==> src/rtl/half_adder.sv <==
// Half adder with combinational sum/carry, a one-cycle registered result path,
// and an optional saturating carry-event counter built only when HALF_ADDER_STATS_EN is defined.
module half_adder #(
  parameter int CNT_W = 16
) (
  input  logic             clk,
  input  logic             rst,
  input  logic             A,
  input  logic             B,
  input  logic             in_valid,
  output logic             S,
  output logic             C,
  output logic             S_q,
  output logic             C_q,
  output logic             out_valid,
  output logic [CNT_W-1:0] carry_cnt
);

  assign S = A ^ B;
  assign C = A & B;

  logic sum_q, sum_d;
  logic cy_q,  cy_d;
  logic vld_q, vld_d;

  // Result registers hold across idle cycles; valid simply tracks in_valid.
  always_comb begin
    sum_d = sum_q;
    cy_d  = cy_q;
    vld_d = in_valid;
    if (in_valid) begin
      sum_d = S;
      cy_d  = C;
    end
  end

  always_ff @(posedge clk) begin
    if (rst) begin
      sum_q <= 1'b0;
      cy_q  <= 1'b0;
      vld_q <= 1'b0;
    end else begin
      sum_q <= sum_d;
      cy_q  <= cy_d;
      vld_q <= vld_d;
    end
  end

  assign S_q       = sum_q;
  assign C_q       = cy_q;
  assign out_valid = vld_q;

`ifdef HALF_ADDER_STATS_EN
  logic [CNT_W-1:0] cnt_q, cnt_d;

  // Gating on in_valid first keeps unknown addends from touching the count.
  always_comb begin
    cnt_d = cnt_q;
    if (in_valid && (A & B) && (cnt_q != {CNT_W{1'b1}}))
      cnt_d = cnt_q + CNT_W'(1);
  end

  always_ff @(posedge clk) begin
    if (rst) cnt_q <= '0;
    else     cnt_q <= cnt_d;
  end

  assign carry_cnt = cnt_q;
`else
  assign carry_cnt = '0;
`endif

endmodule

==> config.mk <==
export PLATFORM = sky130hd
export DESIGN_NAME = half_adder
export DESIGN_NICKNAME = d
export VERILOG_FILES = /design/src/rtl/half_adder.sv
export SDC_FILE = /design/constraint.sdc
export NUM_CORES = 1
export LEC_CHECK = 0
export CORE_AREA = 8 8 45 47
export CTS_CLUSTER_DIAMETER = 150
export DETAILED_ROUTE_END_ITERATION = 16
export DIE_AREA = 0 0 53 55
export GPL_TIMING_DRIVEN = 0
export PLACE_DENSITY = 0.68
export SYNTH_ARGS = -nofsm -noshare
export SYNTH_HDL_FRONTEND = slang
export SYNTH_SLANG_ARGS = --single-unit
==> constraint.sdc <==
create_clock -name clk -period 0.8 [get_ports clk]
set_input_delay 0.12 -clock clk [delete_from_list [all_inputs] [get_ports clk]]
set_output_delay 0.12 -clock clk [all_outputs]
set_load 0.03 [all_outputs]
# After elaboration in Yosys (flattened, before gate mapping)

Index checks and enable logic that the tools add are counted.

Flip-flop bits (word level): 3
Input bits: 5
Output and inout bits: 21
Logic and storage cells: 5

Bitwise operators: 2

Operators with widths:

| cell        | count |
|---|---|
| $and 1x1->1 | 1 |
| $xor 1x1->1 | 1 |

# Logic depth before layout (Yosys ltp)

Gate-level depths: netlist of the first run.

Word-level depth: 1
Depth in mapped cells: 3
Gate-level depth less buffers: 3

# Worst setup path after synthesis of the first run

OpenSTA, ideal clock, no wires.

Path kind: input-to-reg
Start: input A
End: register sum_q (netlist: S_q)
Library setup time: 0.115 ns
Arrival time: 0.740 ns
Required time: 0.685 ns
Slack: -0.055 ns
Cell stages on the path: 3
Path buffers: 0
Cells stage by stage: ha_1 mux2i_1 nor2_1

Word-level cells in the longest chain between the ends: 1

RTL lines:

| item                   | line | source |
|---|---|---|
| start: declaration     | 8    | `input logic A,` |
| $xor 1x1->1            | 19   | `assign S = A ^ B;` |
| end signal: assignment | 43   | `sum_q <= sum_d;` |
| end: declaration       | 22   | `logic sum_q, sum_d;` |

Every way passes these cells.
A chain may end at the register's enable or synchronous reset.

# Worst setup path in the final report of the first run

Start: register cy_q (netlist: C_q)
End: output C_q

RTL lines:

| item                     | line | source |
|---|---|---|
| start: declaration       | 23   | `logic cy_q, cy_d;` |
| start signal: assignment | 44   | `cy_q <= cy_d;` |
| end: declaration         | 14   | `output logic C_q,` |

No word-level cell between the ends.

==> flow_summary.toml, run 1 <==
[power]
powerDensity_mw_per_mm2 = 1640
cellLeakagePower_nw = 0.251
peakVddDrop_uv = 413

[route]
first_iter_violations = 0
wl_per_cell_um = 8.70
dr.pass1.iters = 1
viasPerCell = 2.80
routed_wl_um = 609
drc = 0
detail-route-antenna-nets = 0
num_vias = 196

[setup_path]
worstPathCellList = "buf_6"
crit_fanout = 2
crit_buf_inv = 1
cp-end-kind = "primary output"
worstSetupPathType = "reg -> out"
worst_setup_path_start_kind = "register"
r2r_start = "C_q$_SDFFE_PP0P_"
crit_family = "flip-flops"
max_stage_delay_ns = 0.33
crit_path_top_delay_cell = "dfxtp_2"
cp.required_ns = 0.68
critPathArrivalTime_ns = 0.68
crit_start = "C_q$_SDFFE_PP0P_"

[global_route]
grt_pass1_vias = 193
grt_first_pass_wirelength_um = 834
grt-ovfl-total = 0
grtUsageTotal = 0.0421
antenna_found_initial = 0
grt_max_degree = 4

[clocking]
cts_root_buf = "clkbuf_4"
post_cts_buffers = 0
insertion_delay_ns = 0.23
cts_tree = "done"
cts_buffer_depth = 2
clkTransAtPathRegs_ns = 0.04
cts_buffers = 3
htreeDepth = 1
cts_sinks = 3

[sta]
slew_viol_final = 0
fin_ws_ns = -0.00348
fmax_mhz = 1240
finalHoldViolations = 0
setup_viol = 1
period_share = 1.00
worst_clock_skew_ns = 0
rsz0062_at_grt = "yes"
final.min_clock_period_ns = 0.803

[layout]
num-nets-final = 61
antenna-diode-count = 0
nFillCells = 160
drive_gt1_frac = 0.556
syn_to_final_growth_pct = 85.9
fin_cells = 70

[floorplanning]
rows = 14
fp.dieW_um = 53
die_area_mm2 = 0.00292
die_h_um = 55
core_area_mm2 = 0.00138
ioPinCount = 26
start_util = 0.166

[yosys]
netlist_instances = 26
syn_area_per_cell_um2 = 8.85
synth.most_common_cell = "buf_4"
synth_top_cell_area_share = 0.522
synthTopCellsByArea = "buf_4, dfxtp_1, mux2i_1"
ys_types = 7
synth_seq_cells = 3
ys_seq_area_frac = 0.261
syn_area_um2 = 230
synthFlopType = "dfxtp_1"
ys_async_sr_fraction = 0
yosys-top-cells-count = "buf_4, dfxtp_1, mux2i_1, nor2_1"
synth_edf_count = 0
synth_area_leader_cell = "buf_4"
synth_warnings = 0

[worst_hold_path]
hold_path.class = "in -> reg"
holdCritStartpoint = "A"

[placement]
place_ws_ns = -0.851
globalplace.congestion = 0.708
dpl.cell_count = 66
portBuffers = 9
place_hpwl_um = 541

[outcome]
violations = "setup timing"
status = "complete, but fails checks"

[run]
cap_violations = 0
through the flow:
stage	hold slack [ns]	power [mW]	utilization	setup TNS [ns]	area [um2]
floorplan	0.192	0.379	-	0	289
global placement	0.479	0.431	0.288	-3.07	399
detailed placement	0.516	0.435	0.288	-3.22	399
CTS	0.302	0.716	0.309	-0.0263	428
global route	0.330	0.754	0.309	-0.0691	428
finish	0.298	0.701	0.309	-0.00348	428
where the power goes:
part / total (mW) / switching [mW] / internal (mW)
clock: 0.260 / 0.0732 / 0.187
sequential: 0.166 / 0.00509 / 0.161
combinational: 0.275 / 0.169 / 0.106
layout make-up:
type	instances	area, um2	area share
plain buffers	16	120	0.281
flip-flops and latches	3	63.8	0.149
well taps	16	20.0	0.0468
multi-input cells	22	119	0.278
repair buffers	9	78.8	0.184
clock buffers	4	26.3	0.0614
cell families after synthesis:
group                      synth area share
buffers and inverters                 0.522
and+or+nand+nor                      0.0598
DFF                                   0.261
muxes                                0.0870
adders and majority gates            0.0543
other                                0.0163
sequential cells by signal (all words and copies together) (netlist names):
name,count
S_q,1
C_q,1
out_valid,1
per-layer routing:
layer  GRT usage  part of all wire  up-vias
met5           0                 0        -
met1      0.0303              0.34       75
met2      0.0723              0.49       17
met4      0.0388                 0        0
li1            -                 -      104
met3      0.0294              0.17        0
path summary, 6_finish.rpt:
path | endpoint | slack (ns) | cells after the start
worst min register to register | C_q$_SDFFE_PP0P_ | 0.51 | 2
worst max register to register | C_q$_SDFFE_PP0P_ | 0.18 | 2
worst min-delay path | C_q$_SDFFE_PP0P_ | 0.30 | 4
worst max-delay path | C_q | -0.003 | 1
layout by cell type, fill, tap and decap left out:
| cell | synthesis | final |
|---|---|---|
| buf_4 | 16 | 16 |
| conb_1 | 1 | 16 |
| buf_6 | 0 | 4 |
| dfxtp_2 | 0 | 3 |
| clkbuf_4 | 0 | 3 |
| buf_2 | 0 | 3 |
| mux2i_1 | 2 | 2 |
| nor2_1 | 2 | 2 |
| nor2b_1 | 1 | 1 |
| ha_4 | 0 | 1 |
| clkbuf_1 | 0 | 1 |
| dlygate4sd2_1 | 0 | 1 |
| clkdlybuf4s50_1 | 0 | 1 |
repair_timing:
action	in CTS	in global routing
setup endpoints to repair	7	3
hold endpoints to repair	0	0
pin swaps	1	0
hold buffers	0	0
resized for setup	46	0
No activity file was read; power rests on OpenSTA's default activity.
==> inputs of run 2 (changes only) <==
==> config.mk (replaced) <==
export PLATFORM = sky130hd
export DESIGN_NAME = half_adder
export DESIGN_NICKNAME = d
export VERILOG_FILES = /design/src/rtl/half_adder.sv
export SDC_FILE = /design/constraint.sdc
export NUM_CORES = 1
export LEC_CHECK = 0
export CORE_AREA = 2 2 39 41
export CTS_CLUSTER_DIAMETER = 150
export DETAILED_ROUTE_END_ITERATION = 16
export DIE_AREA = 0 0 41 43
export GPL_TIMING_DRIVEN = 0
export PLACE_DENSITY = 0.59
export SYNTH_ARGS = -nofsm -noshare
export SYNTH_HDL_FRONTEND = slang
export SYNTH_SLANG_ARGS = --single-unit
==> flow_summary.toml, run 2 (synthesis results as in run 1) <==
[layout]
fin_cells = 70
mostFrequentLayoutCells = "buf_4, conb_1, buf_6"
drive_gt1_frac = 0.556
num-nets-final = 61
syn_to_final_growth_pct = 87.5
fin_area_um2 = 432
antenna-diode-count = 0
nFillCells = 143
post-route-util = 0.312

[sta]
worst_clock_skew_ns = 0
fmax_mhz = 1250
holdWs_ns = 0.223
fin_ws_ns = 0.00165
period_share = 0.998
slew_viol_final = 0
setup_viol = 0
final.min_clock_period_ns = 0.798
finalHoldViolations = 0
rsz0062_at_grt = "yes"

[route]
first_iter_violations = 2
wl_per_cell_um = 6.07
drc = 0
num_vias = 189
detail-route-antenna-nets = 0
viasPerCell = 2.70
routed_wl_um = 425
dr.pass1.iters = 4

[setup_path]
cp-end-kind = "primary output"
cp.required_ns = 0.68
crit_family = "flip-flops"
worstPathCellList = "buf_6"
crit_path_top_delay_cell = "dfxtp_2"
worstSetupPathType = "reg -> out"
crit_buf_inv = 1
worst_setup_path_start_kind = "register"
max_stage_delay_ns = 0.32
critPathArrivalTime_ns = 0.68
crit_fanout = 2

[placement]
globalplace.congestion = 0.464
place_ws_ns = -0.837
dpl.cell_count = 66
portBuffers = 9
placed_cell_area_um2 = 399

[worst_hold_path]
hold_path.class = "in -> reg"

[clocking]
cts_hold_buf = 0
cts_root_buf = "clkbuf_4"
cts_buffer_depth = 2
insertion_delay_ns = 0.23
htreeDepth = 1
cts_sinks = 3
clkTransAtPathRegs_ns = 0.03
post_cts_buffers = 0
cts_buffers = 3
cts_tree = "done"

[floorplanning]
start_util = 0.166
core_area_mm2 = 0.00138
die_h_um = 43
die_area_mm2 = 0.00176
rows = 14
ioPinCount = 26
fp.dieW_um = 41

[power]
powerDensity_mw_per_mm2 = 1610
cellLeakagePower_nw = 0.259
peakVddDrop_uv = 351

[global_route]
grtUsageTotal = 0.0480
grt_pass1_vias = 147
grt_first_pass_wirelength_um = 489
antenna_found_initial = 0
grt_max_degree = 4
grt-ovfl-total = 0

[outcome]
status = "finished, final reports clean"

[run]
cap_violations = 0
## run 2: cell count changes in the layout (fill, tap and decap cells not counted)
| cell | delta |
|---|---|
| dlymetal6s2s_1 | +1 |
| dlygate4sd2_1 | -1 |
## run 2: final timing paths
kind | end | startpoint | cells after the start | slack (ns)
setup / recovery | S_q | S_q$_SDFFE_PP0P_ | 1 | 0.002
hold / removal | out_valid$_SDFF_PP0_ | in_valid | 2 | 0.22
setup reg to reg | S_q$_SDFFE_PP0P_ | S_q$_SDFFE_PP0P_ | 2 | 0.19
hold reg to reg | C_q$_SDFFE_PP0P_ | C_q$_SDFFE_PP0P_ | 2 | 0.49
## run 2: per-stage QoR
| stage | setup TNS [ns] | total power [mW] |
|---|---|---|
| floorplan | 0 | 0.379 |
| global placement | -3.05 | 0.430 |
| detailed placement | -3.10 | 0.431 |
| CTS | -0.0293 | 0.715 |
| global route | -0.0526 | 0.740 |
| finish | 0 | 0.695 |
## run 2: timing repair
| action | 4_1_cts | 5_1_grt |
|---|---|---|
| setup endpoints to repair | 6 | 5 |
| resized for setup | 44 | 2 |
| endpoints found under the hold margin | 0 | 0 |
| pin swaps | 1 | 0 |
## run 2: layer usage
layer / part of all wire / vias up / track usage / routed length [um]
met1: 0.24 / 66 / 0.0191 / 101
met4: 0 / 0 / 0.0800 / 0
met2: 0.52 / 19 / 0.0813 / 219
met5: 0 / - / 0 / 0
met3: 0.24 / 0 / 0.0209 / 104
li1: - / 104 / - / -
## run 2: final cells by class
class / count / area (um2) / area share
multi-input combinational: 22 / 119 / 0.275
sequential: 3 / 63.8 / 0.148
timing repair buffer: 9 / 82.6 / 0.191
clock buffer: 4 / 26.3 / 0.0609
tap: 16 / 20.0 / 0.0464
buffer: 16 / 120 / 0.278
## run 2: power breakdown
group	internal, mW	switching, mW	leakage (nW)
sequential	0.161	0.00485	0.0258
clock	0.186	0.0710	0.0150
combinational	0.107	0.165	0.218
total	0.454	0.241	0.259
==> inputs of run 3 (changes only) <==
--- a/config.mk
+++ b/config.mk
@@ -7,6 +7,7 @@
 export LEC_CHECK = 0
 export CORE_AREA = 2 2 39 41
 export CTS_CLUSTER_DIAMETER = 150
+export CTS_CLUSTER_SIZE = 10
 export DETAILED_ROUTE_END_ITERATION = 16
 export DIE_AREA = 0 0 41 43
 export GPL_TIMING_DRIVEN = 0
==> results of run 3 <==
Same layout as run 2: the final DEF is identical, and so are final timing and power.
